### src/rtl/pll_reset_seq.sv
// ---------------------------------------------------------------------------
// pll_reset_seq
//
// Reset/lock sequencer for the system PLL. Runs on the free-running reference
// clock so it keeps working while the PLL output is absent. Holds the PLL in
// reset after power-up, waits for lock, requires lock to stay up for a
// qualification window, then releases the downstream reset. A lock loss while
// running restarts the sequence and is counted; a lock that never arrives is
// retried a bounded number of times before a sticky failure is flagged.
//
// Ports
//   refclk     in   1  reference clock, all logic on rising edge
//   reset      in   1  synchronous active-high reset
//   extlock    in   1  PLL lock indicator, asynchronous to refclk
//   pll_reset  out  1  PLL reset request (high = PLL held in reset)
//   sys_rst    out  1  downstream reset, high until lock is qualified
//   pll_ok     out  1  high only while running with a qualified lock
//   lock_fail  out  1  sticky failure flag, cleared only by reset
//   relock_cnt out  8  saturating count of lock losses seen while running
// ---------------------------------------------------------------------------
`timescale 1ns/1ps

module pll_reset_seq #(
    parameter int unsigned SYNC_STAGES         = 2,
    parameter int unsigned PLL_RST_CYCLES      = 24,
    parameter int unsigned LOCK_STABLE_CYCLES  = 24000,
    parameter int unsigned LOCK_TIMEOUT_CYCLES = 240000,
    parameter int unsigned MAX_RETRIES         = 3
) (
    input  logic       refclk,
    input  logic       reset,
    input  logic       extlock,
    output logic       pll_reset,
    output logic       sys_rst,
    output logic       pll_ok,
    output logic       lock_fail,
    output logic [7:0] relock_cnt
);

    // Each counter only has to hold 0..N-1; a 1-bit floor keeps N=1 legal.
    localparam int unsigned RST_W   = (PLL_RST_CYCLES      > 1) ? $clog2(PLL_RST_CYCLES)      : 1;
    localparam int unsigned STAB_W  = (LOCK_STABLE_CYCLES  > 1) ? $clog2(LOCK_STABLE_CYCLES)  : 1;
    localparam int unsigned TO_W    = (LOCK_TIMEOUT_CYCLES > 1) ? $clog2(LOCK_TIMEOUT_CYCLES) : 1;
    localparam int unsigned RETRY_W = $clog2(MAX_RETRIES + 1);

    localparam logic [RST_W-1:0]   RST_LAST   = RST_W'(PLL_RST_CYCLES - 1);
    localparam logic [STAB_W-1:0]  STAB_LAST  = STAB_W'(LOCK_STABLE_CYCLES - 1);
    localparam logic [TO_W-1:0]    TO_LAST    = TO_W'(LOCK_TIMEOUT_CYCLES - 1);
    localparam logic [RETRY_W-1:0] RETRY_LAST = RETRY_W'(MAX_RETRIES - 1);

    typedef enum logic [2:0] {
        ST_PLL_RST,
        ST_WAIT_LOCK,
        ST_STABLE,
        ST_RUN,
        ST_FAIL
    } state_t;

    state_t                 r_state;
    logic [SYNC_STAGES-1:0] r_sync;
    logic [RST_W-1:0]       r_rst_cnt;
    logic [STAB_W-1:0]      r_stab_cnt;
    logic [TO_W-1:0]        r_to_cnt;
    logic [RETRY_W-1:0]     r_retry;
    logic                   r_pll_reset;
    logic                   r_sys_rst;
    logic                   r_pll_ok;
    logic                   r_lock_fail;
    logic [7:0]             r_relock_cnt;

    logic                   w_lock_s;

    assign w_lock_s   = r_sync[SYNC_STAGES-1];

    assign pll_reset  = r_pll_reset;
    assign sys_rst    = r_sys_rst;
    assign pll_ok     = r_pll_ok;
    assign lock_fail  = r_lock_fail;
    assign relock_cnt = r_relock_cnt;

    always_ff @(posedge refclk) begin
        if (reset) begin
            r_state      <= ST_PLL_RST;
            r_sync       <= '0;
            r_rst_cnt    <= '0;
            r_stab_cnt   <= '0;
            r_to_cnt     <= '0;
            r_retry      <= '0;
            r_pll_reset  <= 1'b1;
            r_sys_rst    <= 1'b1;
            r_pll_ok     <= 1'b0;
            r_lock_fail  <= 1'b0;
            r_relock_cnt <= '0;
        end else begin
            r_sync <= {r_sync[SYNC_STAGES-2:0], extlock};

            // Outputs are set on the transition edge so they change together
            // with the state register.
            case (r_state)
                ST_PLL_RST: begin
                    if (r_rst_cnt == RST_LAST) begin
                        r_state     <= ST_WAIT_LOCK;
                        r_pll_reset <= 1'b0;
                        r_rst_cnt   <= '0;
                        r_to_cnt    <= '0;
                    end else begin
                        r_rst_cnt <= r_rst_cnt + 1'b1;
                    end
                end

                ST_WAIT_LOCK: begin
                    // Lock is tested before the timeout so a lock arriving on
                    // the timeout cycle does not burn a retry.
                    if (w_lock_s) begin
                        r_state    <= ST_STABLE;
                        r_stab_cnt <= '0;
                    end else if (r_to_cnt == TO_LAST) begin
                        r_to_cnt    <= '0;
                        r_retry     <= r_retry + 1'b1;
                        r_pll_reset <= 1'b1;
                        if (r_retry == RETRY_LAST) begin
                            r_state     <= ST_FAIL;
                            r_lock_fail <= 1'b1;
                        end else begin
                            r_state   <= ST_PLL_RST;
                            r_rst_cnt <= '0;
                        end
                    end else begin
                        r_to_cnt <= r_to_cnt + 1'b1;
                    end
                end

                ST_STABLE: begin
                    // Timeout count is deliberately kept across a glitch so a
                    // chattering lock still times out.
                    if (!w_lock_s) begin
                        r_state    <= ST_WAIT_LOCK;
                        r_stab_cnt <= '0;
                    end else if (r_stab_cnt == STAB_LAST) begin
                        r_state    <= ST_RUN;
                        r_stab_cnt <= '0;
                        r_retry    <= '0;
                        r_sys_rst  <= 1'b0;
                        r_pll_ok   <= 1'b1;
                    end else begin
                        r_stab_cnt <= r_stab_cnt + 1'b1;
                    end
                end

                ST_RUN: begin
                    r_retry <= '0;
                    if (!w_lock_s) begin
                        r_state     <= ST_PLL_RST;
                        r_rst_cnt   <= '0;
                        r_pll_reset <= 1'b1;
                        r_sys_rst   <= 1'b1;
                        r_pll_ok    <= 1'b0;
                        if (r_relock_cnt != 8'hFF) begin
                            r_relock_cnt <= r_relock_cnt + 8'd1;
                        end
                    end
                end

                ST_FAIL: begin
                    r_pll_reset <= 1'b1;
                    r_sys_rst   <= 1'b1;
                    r_pll_ok    <= 1'b0;
                    r_lock_fail <= 1'b1;
                end

                default: begin
                    r_state     <= ST_PLL_RST;
                    r_rst_cnt   <= '0;
                    r_pll_reset <= 1'b1;
                    r_sys_rst   <= 1'b1;
                    r_pll_ok    <= 1'b0;
                end
            endcase
        end
    end

endmodule

### config.mk
export PLATFORM = sky130hd
export DESIGN_NAME = pll_reset_seq
export DESIGN_NICKNAME = d
export VERILOG_FILES = /design/src/rtl/pll_reset_seq.sv
export SDC_FILE = /design/constraint.sdc
export NUM_CORES = 1
export LEC_CHECK = 0
export ABC_AREA = 1
export CAP_MARGIN = 20
export CORE_UTILIZATION = 60
export CTS_CLUSTER_DIAMETER = 80
export CTS_CLUSTER_SIZE = 10
export DETAILED_ROUTE_END_ITERATION = 10
export PLACE_DENSITY = 0.8
export SYNTH_ARGS = -nofsm -noshare
export SYNTH_HDL_FRONTEND = slang
export SYNTH_SLANG_ARGS = --single-unit
### constraint.sdc
create_clock -name refclk -period 2.2 [get_ports refclk]
set_input_delay 0.22 -clock refclk [delete_from_list [all_inputs] [get_ports refclk]]
set_output_delay 0.22 -clock refclk [all_outputs]
set_load 0.01 [all_outputs]
==> impl_metrics.tcl, run 1 <==
set metrics [dict create \
    outcome "completed" \
    dpl_ws_ns 0.304 \
    worst-endpoint-required_ns 2.42 \
    static-leakage-power_nw 1.39 \
    mostFrequentLayoutCell "sky130_fd_sc_hd__nand2_1" \
    cts_max_level 3 \
    cts_made_buffers 9 \
    maxSlewViolCount 0 \
    final_critical_path_share_of_the_clock_period_pct 87.5 \
    clk-insertion-delay-late_ns 0.33 \
    firstDrtPassIters 5 \
    remaining_drc_errors 0 \
    ant_nets 0 \
    vdd_ir_drop_max_mv 0.584 \
    rows 25 \
    route.detailed.vias_per_inst 5.14 \
    worst-r2r-setup-slack_ns 0.28 \
    placed_cell_area_um2 3240 \
    synth_largest_type_area_fraction_pct 37.7 \
    unique_masters_post_synth 27 \
    clk_pin_slew_ns 0.06 \
    globalRouteTotalUtil_pct 25.0 \
    route.detailed.wl_per_inst_um 11.0 \
    netlist.top_cell.by_area "sky130_fd_sc_hd__dfxtp_1" \
    hpwlAfterDp_um 4390 \
    core-area_um2 4790 \
    grt_start_max_net_pins 21 \
    yosys.area_share.simple_pct 40.0 \
    setup_ws_ns 0.276 \
    clock.fmax_ghz 0.520 \
    design.final.nets 487 \
    dieWidth_um 73.1 \
    die_area_um2 5340 \
    grt_antenna_before_repair 0 \
    worst_setup_path_start_kind "flip-flop" \
    worstHoldStart "r_sync[0]" \
    fillCellCount 444 \
    grt_overflow_total 0 \
    initial_core_util_pct 63.3 \
    global_route_wire_length_before_repair_um 10500 \
    antenna_cells 0 \
    finalHoldWorstSlack_ns 0.402 \
    gp_congestion 0.858 \
    critPathCaptureType "flip-flop" \
    io_pins 15 \
    rr_startpoint "r_to_cnt[0]" \
    clockBufferDepth 2 \
    fraction_of_final_layout_cells_with_drive_strength_greater_than_1_pct 8.26 \
    criticalPathCategory "reg2reg" \
    post_cts.repair.setup_buffers 0 \
    cts_root_buffer "sky130_fd_sc_hd__clkbuf_8" \
    ys_ff_latch 57 \
    detail_route.wirelength_um 6060 \
    mappedNetlistNets 467 \
    synth_compound_gate_area_share_pct 6.48 \
    area_delta_synth_final_pct 12.6 \
    cts_tree "done" \
    grt_setup_unrepaired "false" \
    multiplexer_share_of_the_synthesized_area_pct 0 \
    die_y_um 73.1 \
    mostFrequentLayoutCells "109 x sky130_fd_sc_hd__nand2_1, 77 x sky130_fd_sc_hd__nor2_1, 57 x sky130_fd_sc_hd__dfxtp_1, 49 x sky130_fd_sc_hd__inv_1, 35 x sky130_fd_sc_hd__nand3_1" \
    post_synth_inst_count 459 \
    synth_edf_count 0 \
    final_cell_area_um2 3410 \
    tightest_slew_ns 0.475 \
    synth_top_cells_by_area "sky130_fd_sc_hd__dfxtp_1 38%, sky130_fd_sc_hd__nand2_1 14%, sky130_fd_sc_hd__nor2_1 9.5%" \
    design_power_total_mw 2.31 \
    power.density_cell_area_nw_per_um2 677 \
    hold_path_depth 2 \
    largest_family_of_logic_cells_by_synthesized_area "simple AND/OR/NAND/NOR gates" \
    hold-path-endpoint "r_sync[1]" \
    setup_viol_count_final 0 \
    first_global_vias 2442 \
    post_cts_resized 0 \
    cap_violations 0 \
    worst_hold_path_type "reg2reg" \
    synth-async-reset-ratio_pct 0 \
    share_of_the_yosys_chip_area_belonging_to_registers_pct 37.7 \
    totalNegativeSetupSlack_ns 0 \
    hold_viol_final 0 \
    vias 2833 \
    yosys.area_share.adder_pct 2.06 \
    dr.first_iter.drc_count 133 \
    synth_ff_type "sky130_fd_sc_hd__dfxtp_1" \
    numPortBuffers 14 \
    skew_ns 0.00787 \
    cts_sinks 57 \
    yosysWarnings 0 \
    r2r_cells 9 \
    layout_min_cycle_time_ns 1.92 \
    synth_xor_xnor_area_share_pct 5.20 \
    timing.critical_path.arrival_ns 2.14 \
    timing.slew.headroom_pct 68.2 \
    cts_hold_buffers 0 \
    postSynthAreaPerCell_um2 6.60 \
    synthesis.area_um2 3030 \
    r2r-end "r_to_cnt[3]" \
    critPathMaxFanout 11 \
]
-- report_power, final --
part / total (mW) / leakage (nW) / internal [mW] / switching, mW
sequential: 1.12 / 0.461 / 1.08 / 0.0408
combinational: 0.331 / 0.836 / 0.118 / 0.213
clock: 0.861 / 0.0932 / 0.465 / 0.396
-- worst max path at each step --
stage                           start      endpoint  slack, ns  cells past startpoint
after global routing      r_to_cnt[0]   r_to_cnt[2]       0.08                      9
after global placement    r_to_cnt[0]   r_to_cnt[7]       0.31                      9
after floorplan           r_to_cnt[0]  r_to_cnt[12]       0.61                      9
after detailed placement  r_to_cnt[0]   r_to_cnt[2]       0.30                      9
after CTS                 r_to_cnt[0]   r_to_cnt[3]       0.29                      9
final                     r_to_cnt[0]   r_to_cnt[3]       0.28                      9
-- area by class of cell --
cell class                      count  area, um2  share of cell area, %
Clock buffer                       13        159                   4.66
Clock inverter                      3       15.0                  0.440
Inverter                           55        206                   6.05
Multi-Input combinational cell    337       1630                   47.7
Sequential cell                    57       1140                   33.5
Tap cell                           67       83.8                   2.46
Timing Repair Buffer               19        178                   5.21
-- routing by layer --
metal | routed length [um] | track usage (%)
met1 | 3100 | 34.5
met2 | 2640 | 38.3
met3 | 223 | 4.42
met4 | 93 | 10.7
met5 | 0 | 0
-- through the flow --
step | utilization (%) | cells
after detailed placement | 67.6 | 535
after global routing | 71.3 | 551
final | 71.3 | 551
after global placement | 67.6 | 535
after floorplan | - | 459
after CTS | 71.3 | 551
-- cell families (layout without fill, tap and decap cells) --
kind of cell,Yosys count,in the layout
adders and majority gates,5,5
and+or+nand+nor,276,276
xor gates and xnor gates,18,18
buffers and inverters,65,90
AOI/OAI and AO/OA,38,38
DFF,57,57
-- cells in the mapped netlist, types with 4 or more instances --
master / number
sky130_fd_sc_hd__xnor2_1: 4
sky130_fd_sc_hd__xor2_1: 14
sky130_fd_sc_hd__nor2_2: 6
sky130_fd_sc_hd__clkbuf_1: 4
sky130_fd_sc_hd__o21ai_0: 7
sky130_fd_sc_hd__nand2_1: 109
sky130_fd_sc_hd__nand3_1: 35
sky130_fd_sc_hd__nor3_1: 19
sky130_fd_sc_hd__inv_2: 6
sky130_fd_sc_hd__nor2_1: 77
sky130_fd_sc_hd__a21oi_1: 25
sky130_fd_sc_hd__dfxtp_1: 57
sky130_fd_sc_hd__buf_4: 4
sky130_fd_sc_hd__ha_1: 5
sky130_fd_sc_hd__nand4_1: 20
sky130_fd_sc_hd__inv_1: 49
-- state kept, by name, indices dropped and copies added (netlist names) --
signal and cells:
r_to_cnt 18, r_stab_cnt 15, relock_cnt 8, r_rst_cnt 5, r_state 3, r_retry 2, r_sync 2, lock_fail 1
pll_ok 1, pll_reset 1, sys_rst 1
-- worst max-delay path: stages (launching register included) --
cell and delay [ns]:
sky130_fd_sc_hd__dfxtp_1 0.37, sky130_fd_sc_hd__ha_1 0.25, sky130_fd_sc_hd__nand3_1 0.14, sky130_fd_sc_hd__nor2_2 0.21, sky130_fd_sc_hd__nand3_1 0.24, sky130_fd_sc_hd__nand2_1 0.19, sky130_fd_sc_hd__nand2_1 0.06, sky130_fd_sc_hd__nand2_1 0.09
sky130_fd_sc_hd__buf_4 0.19, sky130_fd_sc_hd__nor2_1 0.06
Note: power is estimated with default switching activity, not from simulation.
==> run 2, diff against run 1 <==
--- a/config.mk
+++ b/config.mk
@@ -11,6 +11,7 @@
 export CTS_CLUSTER_DIAMETER = 80
 export CTS_CLUSTER_SIZE = 10
 export DETAILED_ROUTE_END_ITERATION = 10
+export HOLD_SLACK_MARGIN = 0.12
 export PLACE_DENSITY = 0.8
 export SYNTH_ARGS = -nofsm -noshare
 export SYNTH_HDL_FRONTEND = slang
==> results of run 2 <==
No change in the layout: final DEF, timing and power equal those of run 1.
==> variant 1: new RTL, settings of run 1 <==
Change the parameter `LOCK_STABLE_CYCLES` from 24000 to 96000.
--- a/src/rtl/pll_reset_seq.sv
+++ b/src/rtl/pll_reset_seq.sv
@@ -25,3 +25,3 @@
     parameter int unsigned PLL_RST_CYCLES      = 24,
-    parameter int unsigned LOCK_STABLE_CYCLES  = 24000,
+    parameter int unsigned LOCK_STABLE_CYCLES  = 96000,
     parameter int unsigned LOCK_TIMEOUT_CYCLES = 240000,
Behaviour: no difference found for any inputs over 10 cycles, from zero or initial values and one cycle with reset high; that may be too few to reach the edited logic, so the function may still have changed.
==> variant 1 against run 1 <==
  * Cell area grew 3.8%
  * Maximum frequency fell by 0.29%
  * Synthesized cell count up 0.87%
  * Clock skew down 0.0010 ns
  * Wire length up 11%
  * Synthesized area increased by 2.6%
  * Sequential cell count grew 2
  * Setup slack lost 0.0056 ns
  * Die area up 2.6%
Power is not compared: it rests on default switching activity, and its combinational part moved more than twofold at a synthesized area within 25%.
==> variant 1: results (changes against run 1) <==
Global route
  • Total GRT Usage: 0.2705 (+0.02036)
  • Initial antenna violation count: 0 (unchanged)
  • Vias in the first global route: 2651 (+8.6%)
  • Global-route wire length before repair: 11310 microns (+7.9%)

CTS
  • CTS resizes: 0 (unchanged)
  • H-tree Lvls: 3 (unchanged)
  • Cts bufs inserted: 9 (unchanged)
  • Clock transition at the registers of the reported paths: 0.06 ns (about the same)
  • Clock Latency Late Sink: 0.35 ns (+0.02 ns)
  • Post CTS Setup Buffer Count: 0 (unchanged)
  • Root buf cell: clkbuf_8
  • Clk sink count: 59 (+3.5%)

Logic synthesis
  • Synth top area cells: dfxtp_1 (38%), nand2_1 (14%), nor2_1 (8.6%)
  • Xor and xnor fraction of the mapped netlist area: 0.03660 (-0.01542)
  • Synthesis Warnings: 0 (unchanged)
  • Compound-Gate Fraction of Synth Area: 0.07241 (+0.007583)
  • Unique masters post-synth: 37 (+37%)
  • Sequential fraction of the synthesis area: 0.3797 (+0.003178)
  • Prevailing post-synth register cell: dfxtp_1
  • Synth Area in Adders: 0.02011 (-0.0005315)
  • Multiplexer area fraction after synthesis: 0 (unchanged)
  • Top post-synthesis cells by count: nand2_1 (115), nor2_1 (71), dfxtp_1 (59), inv_1 (53), nand3_1 (32)
  • Syn Nets: 471 (+0.86%)
  • Async S/R FF share, synth: 0 (unchanged)

Setup path
  • CP max FO: 7 (-4)
  • Worst-case reg-to-reg path depth: 8 (-1)
  • Critical path class: reg -> reg
  • FF-to-FF Start: r_to_cnt[0]
  • R2r setup slk: 0.27 ns
  • FF-to-FF End: r_rst_cnt[1]

Place
  • GP Congestion: 0.8603 (+0.24%)
  • HPWL after detailed placement: 4682 microns (+6.7%)
  • Port-buffer cells: 14 (unchanged)
  • Pre-CTS setup slack: 0.3149 ns (+0.01133 ns)

Timing
  • Worst hold slack: 0.4060 ns (+0.003478 ns)
  • Period minus WS final: 1.930 ns (+0.005599 ns)
  • Worst Skew: 0.006839 ns (-0.001031 ns)
  • Rel. slew slack: 0.7149 (+0.03238)

Layout
  • Fill count: 398 (-10%)
  • Largest register by flop count: r_to_cnt
  • Fin nets: 492 (+1.0%)
  • Layout cells sized above 1: 0.08589 (+0.003245)
  • # diodes: 0 (unchanged)

Hold path
  • Hold Path Sink: r_sync[1]
  • Hold Crit Class: reg -> reg
  • Hold Startpoint: r_sync[0]

Route
  • Drt via density: 5.293 (+2.9%)
  • Post-Route WL: 6713 microns (+11%)
  • Pre-antenna DRT Iters: 6 (+1)
  • DR iter-0 viols: 196 (+47%)

Power
  • Maximum vdd drop: 0.6674 mV

Status
  • Status: finished, final reports clean
==> variant 1: critical path, stage by stage, from the launching register on <==
cell     delay (ns)
dfxtp_1        0.37
ha_1           0.20
nand3_1        0.13
nor2_2         0.24
nand3_1        0.22
nand2_1        0.24
nand3_1        0.23
nand2_1        0.12
a21oi_1        0.06
==> variant 1: power by group <==
part | internal [W] | leakage (nW) | total, W | switching [W]
sequential | 0.00115 | 0.477 | 0.00123 | 0.0000809
clock | 0.000693 | 0.119 | 0.00112 | 0.000427
combinational | 0.000283 | 0.869 | 0.000857 | 0.000574
total | 0.00213 | 1.47 | 0.00321 | 0.00108
==> variant 1: area by class of cell <==
type | instances | area [sq um] | share of cell area
Tap cell | 67 | 83.83 | 0.02368
Sequential cell | 59 | 1181 | 0.3337
Multi-Input combinational cell | 340 | 1668 | 0.4712
Inverter | 56 | 210.2 | 0.05939
Clock buffer | 11 | 151.4 | 0.04277
Clock inverter | 5 | 75.07 | 0.02121
Timing Repair Buffer | 18 | 170.2 | 0.04807
==> variant 1: routing by layer <==
metal / GRT usage / wire length, microns
met5: 0 / 0
met1: 0.3460 / 3159
met3: 0.05691 / 339
met4: 0.1282 / 157
met2: 0.4364 / 3057
==> variant 1: cells by family (layout without fill, tap and decap cells) <==
logic type,after synthesis,after routing
fa+ha+maj,5,5
simple gates,281,281
flops,59,59
buf+inv,64,90
xor+xnor,13,13
compound gates,41,41
==> variant 1: stage by stage <==
step	instances	total power (W)	cell area [sq um]
after detailed placement	540	0.002098	3313
after global routing	556	0.003401	3540
after floorplan	463	0.001899	3110
after CTS	556	0.003212	3540
final	556	0.003209	3540
after global placement	540	0.002071	3313
==> variant 2: new RTL, flow settings as in run 1 <==
Made on the original files. Make the reset (`reset`) asynchronous in one clocked block. Comments in the files are not updated.
--- a/src/rtl/pll_reset_seq.sv
+++ b/src/rtl/pll_reset_seq.sv
@@ -80,3 +80,3 @@
 
-    always_ff @(posedge refclk) begin
+    always_ff @(posedge refclk or posedge reset) begin
         if (reset) begin
Formal check against the unedited RTL: same outputs for any inputs over 10 cycles, from zero or initial values and one cycle with reset high; that may be too few to reach the edited logic, so the function may still have changed.
==> variant 2 against run 1 <==
  * Synthesized area grew 14%
  * Sequential cell count is the same
  * Wire length grew 20%
  * Core utilization shrank 1.7 points
  * Setup slack gained 0.13 ns
  * Global-route usage grew 1.4 points
  * Non-clock buffer count shrank 4
  * Maximum frequency grew 7.4%
  * Critical path depth shrank 1
  * Cell area grew 13%
  * Critical endpoint is now r_to_cnt[6]
  * Highest routed layer unchanged
Power is not compared: it rests on default switching activity, and its combinational part moved more than twofold at a synthesized area within 25%.
==> variant 2: results (changes against run 1) <==
Timing
  • Worst hold slack: 0.1960 ns (-0.2065 ns)
  • Worst-Margin Slew: 0.4367 ns (-0.03783 ns)
  • Worst Skew: 0.01128 ns (+0.003408 ns)
  • Final cycle utilization of the critical path: 0.8145 (-0.06008)
  • Setup TNS: 0 ns (unchanged)

Layout
  • Fill count: 461 (+3.8%)
  • Fin nets: 477 (-2.1%)
  • Footprint of the multi-input gates: 1732 sq um (+6.4%)
  • Layout cells sized above 1: 0.1290 (+0.04632)
  • Largest register by flop count: r_to_cnt

Place
  • Dpl cell area: 3656 sq um (+13%)
  • HPWL after detailed placement: 5316 microns (+21%)
  • Dpl cells: 530 (-0.93%)
  • GP Congestion: 0.9063 (+5.6%)
  • Pre-CTS setup slack: 0.4296 ns (+0.1260 ns)

Logic synthesis
  • Prevailing post-synth register cell: dfrtp_1
  • Synth top area cells: dfrtp_1 (40%), nand2_1 (12%), inv_1 (6.1%)
  • Unique masters post-synth: 38 (+41%)
  • Synth Area in Adders: 0.01810 (-0.002548)
  • Cells after Synth: 448 (-2.4%)
  • Xor and xnor fraction of the mapped netlist area: 0.03547 (-0.01655)
  • Main combinational cell family by area after synthesis: simple AND/OR/NAND/NOR gates
  • Compound-Gate Fraction of Synth Area: 0.06551 (+0.0006860)
  • Top post-synthesis cells by count: nand2_1 (107), inv_1 (56), dfrtp_1 (55), nor2_1 (50), nand3_1 (34)
  • Async S/R FF share, synth: 1.000 (+1.000)
  • Sequential fraction of the synthesis area: 0.4133 (+0.03677)
  • Syn Nets: 456 (-2.4%)

Global route
  • Initial antenna violation count: 0 (unchanged)
  • Vias in the first global route: 2903 (+19%)
  • Total GRT Usage: 0.2642 (+0.01407)
  • Largest net degree at the start of global routing: 40 (+90%)
  • Global-route wire length before repair: 12530 microns (+20%)

Status
  • Status: finished, final reports clean

Hold path
  • Hold Crit Class: in -> async

Route
  • Post-Route WL: 7298 microns (+20%)
  • Via Count: 2998 (+5.8%)
  • Drt via density: 5.501 (+7.0%)
  • Pre-antenna DRT Iters: 4 (-1)
  • DR iter-0 viols: 178 (+34%)

CTS
  • CTS resizes: 0 (unchanged)
  • Root buf cell: clkbuf_8

Setup path
  • CP Data Arrival Time: 2.03 ns (-0.11 ns)
  • CP max stage delay: 0.38 ns
  • R2r setup slk: 0.41 ns (+0.13 ns)
  • CP max FO: 8 (-3)
  • Slowest stage cell, crit path: dfrtp_1
==> variant 2: changes by cell type in the layout (fill, tap and decap cells not counted), moves of 5 or more <==
| cell | change |
|---|---|
| o21ai_0 | +11 |
| xor2_1 | -5 |
| dfrtp_1 | +55 |
| a21oi_1 | -17 |
| inv_1 | +6 |
| buf_4 | -5 |
| nor2_1 | -27 |
| dfxtp_1 | -57 |
==> variant 2: report_power, final <==
group          total [W]  internal [W]  switching (W)
clock            0.00101      0.000580       0.000432
sequential       0.00139       0.00122       0.000171
combinational    0.00146      0.000491       0.000972
total            0.00387       0.00229        0.00158
==> variant 2: final timing paths <==
path	start	end	cells past startpoint
hold / removal	reset	r_to_cnt[17]	2
setup / recovery	r_to_cnt[0]	r_to_cnt[6]	8
min in group refclk	extlock	r_sync[0]	1
hold reg to reg	r_sync[0]	r_sync[1]	0
setup reg to reg	r_to_cnt[0]	r_to_cnt[6]	8
max in group asynchronous	reset	sys_rst	3
==> variant 2: routing by layer <==
layer,global-route usage,vias to the layer above,share of wire
li1,-,1487,-
met1,0.3252,1429,0.44
met2,0.4540,68,0.51
met3,0.04588,14,0.033
met4,0.1167,0,0.018
met5,0,-,0
==> variant 2: layout make-up <==
type	count	area share
clock buffer	13	0.04125
clock inverter	2	0.009743
inverter	64	0.06366
multi-input combinational	322	0.4495
sequential	57	0.3709
tap	72	0.02338
timing repair buffer	15	0.04157
==> variant 2: worst reg2reg max path, stage by stage, from the launching register on <==
cell and delay (ns):
dfrtp_1 0.38, ha_1 0.26, nand3_1 0.16, nor3_1 0.18, nand2_1 0.14, nand2_2 0.17, nand2_2 0.17, inv_2 0.16
nor2_1 0.07
